`src/rtl/instmem_arb_pkg.sv`:
```
// Shared types and defaults for the instmem arbiter: request kind and the
// response-pipeline stage record.
package instmem_arb_pkg;

    localparam int ADDR_W_DEF    = 12;
    localparam int DATA_W_DEF    = 16;
    localparam int MEM_DEPTH_DEF = 16;

    typedef enum logic {
        FETCH = 1'b0,
        LOAD  = 1'b1
    } req_kind_t;

    typedef struct packed {
        logic      valid;
        req_kind_t kind;
        logic      err;
    } stage_t;

    localparam stage_t STAGE_IDLE = '{valid: 1'b0, kind: FETCH, err: 1'b0};

endpackage

```
`src/rtl/instmem_arbiter_if.sv`:
```
// Bus bundle between fetch unit, program loader, arbiter and instmem.
// slave = arbiter view, master = requesters plus memory view.
interface instmem_arbiter_if #(
    parameter int ADDR_W = 12,
    parameter int DATA_W = 16
) ();
    logic              fetch_req_valid;
    logic [ADDR_W-1:0] fetch_req_addr;
    logic              fetch_req_ready;
    logic              fetch_rsp_valid;
    logic [DATA_W-1:0] fetch_rsp_data;
    logic              fetch_rsp_err;

    logic              load_req_valid;
    logic [ADDR_W-1:0] load_req_addr;
    logic [DATA_W-1:0] load_req_data;
    logic              load_req_ready;
    logic              load_done;
    logic              load_err;

    logic              we_IM;
    logic [ADDR_W-1:0] addIM;
    logic [DATA_W-1:0] dataIM;
    logic [DATA_W-1:0] outIM;

    modport slave (
        input  fetch_req_valid, fetch_req_addr,
        output fetch_req_ready, fetch_rsp_valid, fetch_rsp_data, fetch_rsp_err,
        input  load_req_valid, load_req_addr, load_req_data,
        output load_req_ready, load_done, load_err,
        output we_IM, addIM, dataIM,
        input  outIM
    );

    modport master (
        output fetch_req_valid, fetch_req_addr,
        input  fetch_req_ready, fetch_rsp_valid, fetch_rsp_data, fetch_rsp_err,
        output load_req_valid, load_req_addr, load_req_data,
        input  load_req_ready, load_done, load_err,
        input  we_IM, addIM, dataIM,
        output outIM
    );
endinterface

```
`src/rtl/instmem_arb_grant.sv`:
```
// Two-way grant logic. IM_ARB_RR_EN selects round-robin with a last-granted
// pointer; otherwise the loader always wins.
module instmem_arb_grant
    import instmem_arb_pkg::*;
(
    input  logic clk,
    input  logic rst_n,
    input  logic fetch_valid_i,
    input  logic load_valid_i,
    output logic fetch_ready_o,
    output logic load_ready_o
);

`ifdef IM_ARB_RR_EN
    req_kind_t last_q, last_d;
    logic      load_wins;

    // Loader wins uncontested, or under contention when fetch went last.
    assign load_wins     = load_valid_i & (~fetch_valid_i | (last_q == FETCH));
    assign load_ready_o  = rst_n & load_wins;
    assign fetch_ready_o = rst_n & ~load_wins;

    always_comb begin
        last_d = last_q;
        if (load_valid_i && load_ready_o)
            last_d = LOAD;
        else if (fetch_valid_i && fetch_ready_o)
            last_d = FETCH;
    end

    // NOTE: sequential state uses non-blocking assignments so every flop
    // samples pre-edge values regardless of block ordering.
    always_ff @(posedge clk) begin
        if (!rst_n)
            last_q <= FETCH;
        else
            last_q <= last_d;
    end
`else
    logic unused_clk;

    assign unused_clk    = clk;
    assign load_ready_o  = rst_n & load_valid_i;
    assign fetch_ready_o = rst_n & ~load_valid_i;
`endif

endmodule

```
`src/rtl/instmem_arbiter.sv`:
```
// Arbiter/sequencer for single-port instmem: registered issue, 2-stage
// response pipeline. Optional round-robin grant via IM_ARB_RR_EN.
module instmem_arbiter
    import instmem_arb_pkg::*;
#(
    parameter int ADDR_W    = ADDR_W_DEF,
    parameter int DATA_W    = DATA_W_DEF,
    parameter int MEM_DEPTH = MEM_DEPTH_DEF
) (
    input logic clk,
    input logic rst_n,
    instmem_arbiter_if.slave bus
);

    // One extra bit so MEM_DEPTH == 2**ADDR_W still compares correctly.
    localparam logic [ADDR_W:0] DEPTH_L = (ADDR_W+1)'(MEM_DEPTH);

    logic              fetch_ready, load_ready;
    logic              fetch_acc, load_acc;
    logic              fetch_oor, load_oor;
    logic              we_q, we_d;
    logic [ADDR_W-1:0] addr_q, addr_d;
    logic [DATA_W-1:0] data_q, data_d;
    stage_t            s1_q, s1_d, s2_q;
    logic              rsp_live, fetch_ok;

    instmem_arb_grant u_grant (
        .clk           (clk),
        .rst_n         (rst_n),
        .fetch_valid_i (bus.fetch_req_valid),
        .load_valid_i  (bus.load_req_valid),
        .fetch_ready_o (fetch_ready),
        .load_ready_o  (load_ready)
    );

    assign bus.fetch_req_ready = fetch_ready;
    assign bus.load_req_ready  = load_ready;
    assign fetch_acc = bus.fetch_req_valid & fetch_ready;
    assign load_acc  = bus.load_req_valid & load_ready;
    assign fetch_oor = {1'b0, bus.fetch_req_addr} >= DEPTH_L;
    assign load_oor  = {1'b0, bus.load_req_addr} >= DEPTH_L;

    // NOTE: defaults first so every path assigns every output; no latches.
    always_comb begin
        we_d   = 1'b0;
        addr_d = addr_q;
        data_d = data_q;
        s1_d   = STAGE_IDLE;
        if (load_acc) begin
            we_d   = ~load_oor;
            addr_d = bus.load_req_addr;
            data_d = bus.load_req_data;
            s1_d   = '{valid: 1'b1, kind: LOAD, err: load_oor};
        end else if (fetch_acc) begin
            addr_d = bus.fetch_req_addr;
            s1_d   = '{valid: 1'b1, kind: FETCH, err: fetch_oor};
        end
    end

    always_ff @(posedge clk) begin
        if (!rst_n) begin
            we_q   <= 1'b0;
            addr_q <= '0;
            data_q <= '0;
            s1_q   <= STAGE_IDLE;
            s2_q   <= STAGE_IDLE;
        end else begin
            we_q   <= we_d;
            addr_q <= addr_d;
            data_q <= data_d;
            s1_q   <= s1_d;
            s2_q   <= s1_q;
        end
    end

    assign bus.we_IM  = we_q;
    assign bus.addIM  = addr_q;
    assign bus.dataIM = data_q;

    // Gating with rst_n drops a response already in stage 2 when reset hits.
    assign rsp_live            = rst_n & s2_q.valid;
    assign fetch_ok            = rsp_live & (s2_q.kind == FETCH) & ~s2_q.err;
    assign bus.fetch_rsp_valid = rsp_live & (s2_q.kind == FETCH);
    assign bus.fetch_rsp_err   = rsp_live & (s2_q.kind == FETCH) & s2_q.err;
    assign bus.fetch_rsp_data  = fetch_ok ? bus.outIM : '0;
    assign bus.load_done       = rsp_live & (s2_q.kind == LOAD);
    assign bus.load_err        = rsp_live & (s2_q.kind == LOAD) & s2_q.err;

endmodule
```
`src/flat_wrapper.sv`:
```
// flat-port wrapper written by rule: the top's interface ports become plain ports
module instmem_arbiter_flat import instmem_arb_pkg::*;
#(
    parameter int ADDR_W    = ADDR_W_DEF,
    parameter int DATA_W    = DATA_W_DEF,
    parameter int MEM_DEPTH = MEM_DEPTH_DEF
)
  (clk, rst_n, bus_fetch_req_valid, bus_fetch_req_addr, bus_fetch_req_ready, bus_fetch_rsp_valid, bus_fetch_rsp_data, bus_fetch_rsp_err, bus_load_req_valid, bus_load_req_addr, bus_load_req_data, bus_load_req_ready, bus_load_done, bus_load_err, bus_we_IM, bus_addIM, bus_dataIM, bus_outIM);
  instmem_arbiter_if #(.ADDR_W(ADDR_W), .DATA_W(DATA_W)) bus_i ();
  input logic clk;
  input logic rst_n;
  input wire logic [$bits(bus_i.fetch_req_valid)-1:0] bus_fetch_req_valid;
  input wire logic [$bits(bus_i.fetch_req_addr)-1:0] bus_fetch_req_addr;
  output wire logic [$bits(bus_i.fetch_req_ready)-1:0] bus_fetch_req_ready;
  output wire logic [$bits(bus_i.fetch_rsp_valid)-1:0] bus_fetch_rsp_valid;
  output wire logic [$bits(bus_i.fetch_rsp_data)-1:0] bus_fetch_rsp_data;
  output wire logic [$bits(bus_i.fetch_rsp_err)-1:0] bus_fetch_rsp_err;
  input wire logic [$bits(bus_i.load_req_valid)-1:0] bus_load_req_valid;
  input wire logic [$bits(bus_i.load_req_addr)-1:0] bus_load_req_addr;
  input wire logic [$bits(bus_i.load_req_data)-1:0] bus_load_req_data;
  output wire logic [$bits(bus_i.load_req_ready)-1:0] bus_load_req_ready;
  output wire logic [$bits(bus_i.load_done)-1:0] bus_load_done;
  output wire logic [$bits(bus_i.load_err)-1:0] bus_load_err;
  output wire logic [$bits(bus_i.we_IM)-1:0] bus_we_IM;
  output wire logic [$bits(bus_i.addIM)-1:0] bus_addIM;
  output wire logic [$bits(bus_i.dataIM)-1:0] bus_dataIM;
  input wire logic [$bits(bus_i.outIM)-1:0] bus_outIM;
  assign bus_i.fetch_req_valid = bus_fetch_req_valid;
  assign bus_i.fetch_req_addr = bus_fetch_req_addr;
  assign bus_fetch_req_ready = bus_i.fetch_req_ready;
  assign bus_fetch_rsp_valid = bus_i.fetch_rsp_valid;
  assign bus_fetch_rsp_data = bus_i.fetch_rsp_data;
  assign bus_fetch_rsp_err = bus_i.fetch_rsp_err;
  assign bus_i.load_req_valid = bus_load_req_valid;
  assign bus_i.load_req_addr = bus_load_req_addr;
  assign bus_i.load_req_data = bus_load_req_data;
  assign bus_load_req_ready = bus_i.load_req_ready;
  assign bus_load_done = bus_i.load_done;
  assign bus_load_err = bus_i.load_err;
  assign bus_we_IM = bus_i.we_IM;
  assign bus_addIM = bus_i.addIM;
  assign bus_dataIM = bus_i.dataIM;
  assign bus_i.outIM = bus_outIM;
  instmem_arbiter #(.ADDR_W(ADDR_W), .DATA_W(DATA_W), .MEM_DEPTH(MEM_DEPTH)) u_core (.clk(clk), .rst_n(rst_n), .bus(bus_i));
endmodule
```
`config.mk`:
```
export PLATFORM = sky130hd
export DESIGN_NAME = instmem_arbiter_flat
export DESIGN_NICKNAME = d
export VERILOG_FILES = /design/src/rtl/instmem_arb_pkg.sv /design/src/rtl/instmem_arbiter_if.sv /design/src/rtl/instmem_arb_grant.sv /design/src/rtl/instmem_arbiter.sv /design/src/flat_wrapper.sv
export SDC_FILE = /design/constraint.sdc
export NUM_CORES = 1
export LEC_CHECK = 0
export BUFFER_PORTS_ARGS = -buffer_cell sky130_fd_sc_hd__buf_2
export CAP_MARGIN = 40
export CORE_ASPECT_RATIO = 1.4
export CORE_MARGIN = 2
export CORE_UTILIZATION = 41
export CTS_CLUSTER_DIAMETER = 40
export DETAILED_ROUTE_END_ITERATION = 12
export PLACE_DENSITY = 0.8
export SYNTH_ARGS = -nofsm -noshare
export SYNTH_HDL_FRONTEND = slang
export SYNTH_SLANG_ARGS = --single-unit
```
`constraint.sdc`:
```
create_clock -name clk -period 1.3 [get_ports clk]
set_clock_uncertainty 0.05 [all_clocks]
set_input_delay 0.13 -clock clk [delete_from_list [all_inputs] [get_ports clk]]
set_output_delay 0.13 -clock clk [all_outputs]
set_load 0.1 [all_outputs]
```
Word-level counts from Yosys, hierarchy flattened
Index checks and enable logic that the tools add are counted.

storage, ports and cells
  flip-flop bits (word level) = 35
  input bits = 60
  output and inout bits = 51
  logic and storage cells = 32

cells by class
  order comparisons = 2
  muxes and demuxes = 5
  bitwise gates (word level) = 14
  reduce and logical (&&, ||, !) cells = 2

operators by type and width
  operator                                                                 number
  12-bit by 5-bit >= comparator with 1-bit output (second input constant)  2
  12-bit 2-to-1 mux                                                        2
  16-bit 2-to-1 mux                                                        1
  1-bit AND                                                                10
  3-bit 2-to-1 mux                                                         2
  1-bit NOT                                                                4
  2-bit AND reduction                                                      1
  2-bit nonzero test                                                       1

Longest topological paths before layout
Gate-level depths: netlist of run 1.

  depth after elaboration = 5
  depth in mapped cells = 5

Cells and area by module
Synthesis of run 1 repeated with hierarchy kept, for this count alone.

unflattened totals
  cells, all modules = 160
  area total of the unflattened synthesis = 1463.9 um^2

modules (own cells, without submodules)
  module             times used  cells an instance  area an instance (um^2)  sequential area each (um^2)
  instmem_arbiter    1           158                1447.6                   700.7
  instmem_arb_grant  1           2                  16.3                     0.0

Least setup slack after synthesis of run 1
Ideal clock, no wire load.

  path kind = register -> output
  from = register u_core.s2_q[2] (netlist bit)
  to = output port bus_fetch_rsp_err
  data arrival time = 2.591 ns
  path slack = -1.471 ns
  cell stages (with the launch flop) = 4
  buffers on the path = 0
  path through = dfxtp_1 nand2_4 nor2_1 and2_1

between the ends
  word-level cells in the longest chain between the ends = 3

RTL lines
  element                  line                   source
  from (decl)              instmem_arbiter.sv:24  stage_t s1_q, s1_d, s2_q;
  from (signal assigned)   instmem_arbiter.sv:72  s2_q <= s1_q;
  1-bit AND                instmem_arbiter.sv:81  assign rsp_live = rst_n & s2_q.valid;
  1-bit AND                -
  via bus_fetch_rsp_valid  flat_wrapper.sv:15     output wire logic [$bits(bus_i.fetch_rsp_valid)-1:0] bus_fetch_rsp_valid;
  1-bit AND                instmem_arbiter.sv:84  assign bus.fetch_rsp_err = rsp_live & (s2_q.kind == FETCH) & s2_q.err;
  to (decl)                flat_wrapper.sv:17     output wire logic [$bits(bus_i.fetch_rsp_err)-1:0] bus_fetch_rsp_err;

The timed path passes the listed nets, and every way through them passes these cells.

Worst setup path in the final report of run 1
  from = register u_core.s2_q[1] (netlist bit)
  to = output port bus_fetch_rsp_data[13]

between the ends
  word-level cells in the longest chain between the ends = 4

RTL lines
  element                  line                   source
  1-bit NOT                instmem_arbiter.sv:82  assign fetch_ok = rsp_live & (s2_q.kind == FETCH) & ~s2_q.err;
  1-bit AND (2 in series)  instmem_arbiter.sv:82
  16-bit 2-to-1 mux        instmem_arbiter.sv:85  assign bus.fetch_rsp_data = fetch_ok ? bus.outIM : '0;
  to (decl)                flat_wrapper.sv:16     output wire logic [$bits(bus_i.fetch_rsp_data)-1:0] bus_fetch_rsp_data;

No other way between the ends.

==> impl_metrics.toml, run 1 <==
[status]
outcome = "finished with violations"
violations = "negative setup slack"

[global_route]
grt_overflow = 0
track_usage_pct = 18.5
grt_pass1_wl_mm = 6.53
grt_antenna_before_repair = 0
grt_max_degree = 36
grt_pass1_vias = 1519

[pwr]
vdd_drop_max_v = 0.000930
clockPowerShare_pct = 26.6
p_sw_share_pct = 36.5
p_int_uw = 1830
leakagePower_uw = 0.00136
seqPwrFrac_pct = 40.8
power_density_nw_per_um2 = 1070
pwr-share-comb_pct = 32.5
switchingPower_uw = 1050

[final_layout]
multiInputGateArea_um2 = 872
antennaDiodeCount = 0
final_cells = 320
layout-drive-gt1-share_pct = 64.4
synthToLayoutAreaGrowth_pct = 68.7
fillCellCount = 280
regArea_um2 = 741
fin_nets = 338

[clock_tree]
cts_buffers = 5
root_buffer = "clkbuf_8"
path_clk_slew_ns = 0.07
clockBufferDepth = 2
h-tree-depth = 2
cts_setup_buffers = 0
cts_tree = "yes"
clock_sinks = 35
clk_latency_ns = 0.28

[sta]
worstMarginPinSlew_ns = 0.502
fin_crit_sh_pct = 115
rsz0062_at_grt = "true"
setup_viol = 18
fmax_mhz = 668
drv_slew = 0
max_slew_margin_pct = 66.7
hold_viol_final = 0
worst_slack_ns = -0.197
post-route-min-period_ns = 1.50

[synthesis]
synth_top_family_by_area = "simple AND/OR/NAND/NOR gates"
synth_top_cell_by_area = "dfxtp_1"
yosysTopAreaCellShare_pct = 43.8
synth_mux_area_share_pct = 17.5
ys_types = 20
yosys.area_share.adder_pct = 0
seq_area_frac_synth_pct = 43.8
yosys.area_share.simple_pct = 28.5
netlist_instances = 165
synth-xor-area-share_pct = 0
ys.warnings.count = 0
ys_ff_latch = 35
synth_compound_area_share_pct = 4.53
synth_area_leaders = "dfxtp_1 (44%), mux2i_1 (18%), and2_1 (14%)"
synth_nets = 225
syn-cell-area_um2 = 1600
syn_area_per_cell_um2 = 9.71

[place]
place_hpwl_mm = 3.21
dp_cells = 313
globalplace.congestion = 0.889
place_ws_ns = 0.0512
io_buffer_count = 110

[setup_path]
cp-end-kind = "primary output"
start_kind = "register"
crit_arrival_ns = 1.32
critPathRequiredTime_ns = 1.12
critical_path_peak_fanout = 6
crit_type = "register to primary output"

[routing]
via_per_inst = 4.79
drc = 0
firstDrtPassIters = 4
drtIter0Drc = 32
ant_nets = 0
drt_wl_total_mm = 4.03
vias = 1534
wl_per_cell_um = 12.6

[die]
die_y_um = 78.0
coreArea_um2 = 3710
fp.dieW_um = 56.8
start_util_pct = 43.2
boundaryPins = 111
rows = 26
die_area_um2 = 4430

[min_path]
hp-class = "primary input to register"

[job]
maxCapViolations = 0
state kept, by name, indices dropped and copies added, names as in the netlist:
register and cells:
u_core.bus.dataIM 16, u_core.bus.we_IM 1, u_core.s2_q 3, u_core.bus.addIM 12
u_core.s1_q 3
logic make-up (layout without fill, tap and decap cells):
kind of cell,count (synthesis),in the layout
simple gates,76,76
flops,35,35
mux,28,28
compound gates,14,14
buf+inv,12,125
layout by cell type, fill, tap and decap left out:
cell      instances
nand2b_1          1
nor2b_1          16
buf_12           22
buf_6             2
nor2_4            1
nor3_4            1
a21o_1            1
nor2b_4           1
dfxtp_1           5
o21ai_0          12
a21oi_1           1
and3_2            1
dfxtp_2          29
nand2_1          13
and2_1           16
clkinv_2          1
nand3b_1          1
and2_4           18
buf_2            88
mux2i_1          28
nor4_1            4
and3_1            1
clkbuf_8          6
nand2_4           1
and2_2            1
dfxtp_4           1
buf_4             6
critical path, cell delays in order, from the launching register on:
cell and delay (ns):
dfxtp_4 0.36, nor3_4 0.19, buf_4 0.17, and2_4 0.16, buf_12 0.16
power groups by stage:
stage / Combinational, uW / Sequential (uW) / Clock, uW
6_report: 938 / 1180 / 769
5_1_grt: 982 / 1190 / 856
4_1_cts: 943 / 1180 / 801
3_5_place_dp: 938 / 1200 / 0
3_3_place_gp: 924 / 1200 / 0
2_1_floorplan: 308 / 1590 / 0
synthesized netlist by cell type (all sizes together):
cell type,count
and2,35
dfxtp,35
mux2i,28
nor2b,17
nand2,14
o21ai,12
buf,8
clkbuf,4
nor4,4
and3,2
a21o,1
a21oi,1
nand2b,1
nand3b,1
nor2,1
nor3,1
per-layer routing:
metal	up-vias	global-route usage [%]	part of all wire (%)
met5	-	0	0
met4	0	5.81	1.1
met3	4	7.50	10
met2	80	35.0	52
met1	687	17.9	37
li1	763	-	-
cell type report:
type	count	area share, %
multi-input combinational	118	32.3
tap	42	1.95
clock buffer	6	3.06
clock inverter	1	0.185
sequential	35	27.4
timing repair buffer	118	35.1
per-stage QoR:
step	utilization [%]	hold slack, ns	setup TNS (ns)	area (um^2)	total power [uW]
final	72.8	0.0579	-3.10	2700	2890
after global routing	72.8	0.0451	-4.24	2700	3020
after CTS	72.7	0.0527	-3.29	2700	2920
after detailed placement	69.9	0.348	0	2590	2140
after global placement	69.9	0.333	0	2590	2120
after floorplan	-	0.249	-0.475	1690	1900
path summary, 6_finish.rpt:
| path | startpoint | endpoint | slack [ns] | cells after the start |
|---|---|---|---|---|
| worst max register to register | u_core.bus.addIM[4] | u_core.bus.addIM[4] | 0.43 | 3 |
| worst max-delay path | u_core.s2_q[1] | bus_fetch_rsp_data[13] | -0.20 | 4 |
| worst min register to register | u_core.s1_q[0] | u_core.s2_q[0] | 0.39 | 1 |
| worst min-delay path | bus_load_req_data[0] | u_core.bus.dataIM[0] | 0.06 | 3 |
what timing repair did:
action                     in CTS  in global routing
pin swaps                       1                  1
setup endpoints to repair      18                 18
gates resized for setup         9                  2
gates cloned                    0                  0
hold buffers                    0                  0
Power figures use the tool's default switching activity.
==> run 2, diff against run 1 <==
Settings changed: PLACE_DENSITY 0.8 to 0.87.
==> run 2 against run 1 <==
  * The flow still finishes with violations (negative setup slack)
  * Highest routed layer unchanged
  * Critical path depth is the same
  * Largest power group unchanged
  * First-iteration DRC count shrank 3.1%
  * Final cell count fell by 0.31%
  * Sequential power barely moved
  * Register-to-register slack is essentially flat
  * Cell area shrank 0.14%
==> impl_metrics.toml, run 2 (synthesis gave the netlist of run 1 again) <==
[global_route]
grt_pass1_wl_mm = 6.78
track_usage_pct = 19.4
grt_max_degree = 36
grt_overflow = 0
grtUsageMet2_pct = 35.5
grt_antenna_before_repair = 0
grtUsageMet1_pct = 20.0
top_usage_layer = "met2"
grt_pass1_vias = 1539
grtUsageMet3_pct = 7.00

[die]
coreArea_um2 = 3710
fp.dieW_um = 56.8
rows = 26
die_y_um = 78.0
die_area_um2 = 4430
boundaryPins = 111
start_util_pct = 43.2

[setup_path]
critical_path_peak_fanout = 9
crit_arrival_ns = 1.32
start_kind = "register"
critPathTopFamily = "flip-flops"
worst-path-buf-inv = 2
critPathRequiredTime_ns = 1.12
crit_type = "register to primary output"
slowest_delay_ns = 0.35
critPathSlowestCell = "dfxtp_2"
cp-end-kind = "primary output"
crit_chain = "nor3_4 > buf_4 > and2_2 > buf_12"

[clock_tree]
root_buffer = "clkbuf_8"
clock_sinks = 35
path_clk_slew_ns = 0.07
cts_tree = "yes"
clockBufferDepth = 2
cts_setup_buffers = 0
clk_latency_ns = 0.28
cts_buffers = 5
h-tree-depth = 2

[place]
io_buffer_count = 110
dpl_cell_area_um2 = 2590
globalplace.congestion = 0.870
place_hpwl_mm = 3.43

[routing]
drtIter0Drc = 31
vias = 1561
drc = 0
firstDrtPassIters = 4
ant_nets = 0
wl_per_cell_um = 13.4
via_per_inst = 4.89
drt_wl_total_mm = 4.26

[pwr]
p_sw_share_pct = 36.2
leakagePower_uw = 0.00135
pwr-share-comb_pct = 31.6
p_int_uw = 1900
switchingPower_uw = 1080
power_density_nw_per_um2 = 1100
clockPowerShare_pct = 28.7
seqPwrFrac_pct = 39.7
vdd_drop_max_v = 0.000866

[sta]
worst_slack_ns = -0.197
rsz0062_at_grt = "true"
max_slew_margin_pct = 67.0
fin_crit_sh_pct = 115
worstMarginPinSlew_ns = 0.499
fmax_mhz = 668
post-route-min-period_ns = 1.50
setup_tns_ns = -3.10
setup_viol = 18
hold_viol_final = 0
drv_slew = 0

[final_layout]
final_common_cell = "buf_2"
fillCellCount = 278
fin_area_um2 = 2700
layout-drive-gt1-share_pct = 64.3
final_cell_mix = "buf_2 (88), dfxtp_2 (30), mux2i_1 (28), buf_12 (23)"
largest_reg_flops = 16
synthToLayoutAreaGrowth_pct = 68.4
antennaDiodeCount = 0
fin_nets = 336

[job]
maxCapViolations = 0

[min_path]
hp-class = "primary input to register"

[status]
violations = "negative setup slack"
outcome = "finished with violations"
==> run 2: tightest hold or removal path, delay by kind of cell <==
kind / cells / cell delay [ns]
buf+inv: 1 / 0.08
simple gates: 1 / 0.09
mux: 1 / 0.05
==> run 2: final timing paths <==
| kind | cells past startpoint | slack [ns] | from | endpoint |
|---|---|---|---|---|
| max | 4 | -0.20 | u_core.s2_q[1] | bus_fetch_rsp_data[15] |
| min | 3 | 0.06 | bus_load_req_data[12] | u_core.bus.dataIM[12] |
| max reg2reg | 3 | 0.42 | u_core.bus.addIM[4] | u_core.bus.addIM[4] |
| min reg2reg | 1 | 0.39 | u_core.s1_q[2] | u_core.s2_q[2] |
==> run 2: power by group through the flow <==
stage	logic, uW	clock network (uW)	registers [uW]
2_1_floorplan	308	0	1590
3_3_place_gp	924	0	1200
5_1_grt	981	921	1190
6_report	939	854	1180
3_5_place_dp	942	0	1200
4_1_cts	943	877	1180
==> run 2: cell type report <==
type | count | area (um^2) | share of cell area [%]
Timing Repair Buffer | 116 | 938 | 34.8
Tap cell | 42 | 52.6 | 1.95
Multi-Input combinational cell | 118 | 865 | 32.1
Sequential cell | 35 | 738 | 27.4
Clock inverter | 1 | 7.51 | 0.278
Clock buffer | 7 | 96.3 | 3.57
==> run 2: routing by layer <==
metal	vias up	part of all wire, %
met5	-	0
met3	8	11
met1	691	37
li1	764	-
met4	0	1.3
met2	98	51
==> run 2: timing repair <==
action	CTS	global route
hold endpoints to repair	0	0
pin swaps	0	1
endpoints found under the setup margin	19	18
hold buffers	0	0
resized for setup	2	0
==> run 2: stage by stage <==
stage / util [%] / power (uW) / hold slack [ns] / setup slack, ns / std cells
2_1_floorplan: - / 1900 / 0.249 / -0.255 / 165
5_1_grt: 72.7 / 3090 / 0.0651 / -0.273 / 319
3_3_place_gp: 69.9 / 2130 / 0.332 / 0.0893 / 311
4_1_cts: 72.7 / 3000 / 0.0532 / -0.212 / 319
3_5_place_dp: 69.9 / 2150 / 0.350 / 0.0669 / 311
6_report: 72.7 / 2980 / 0.0603 / -0.197 / 319
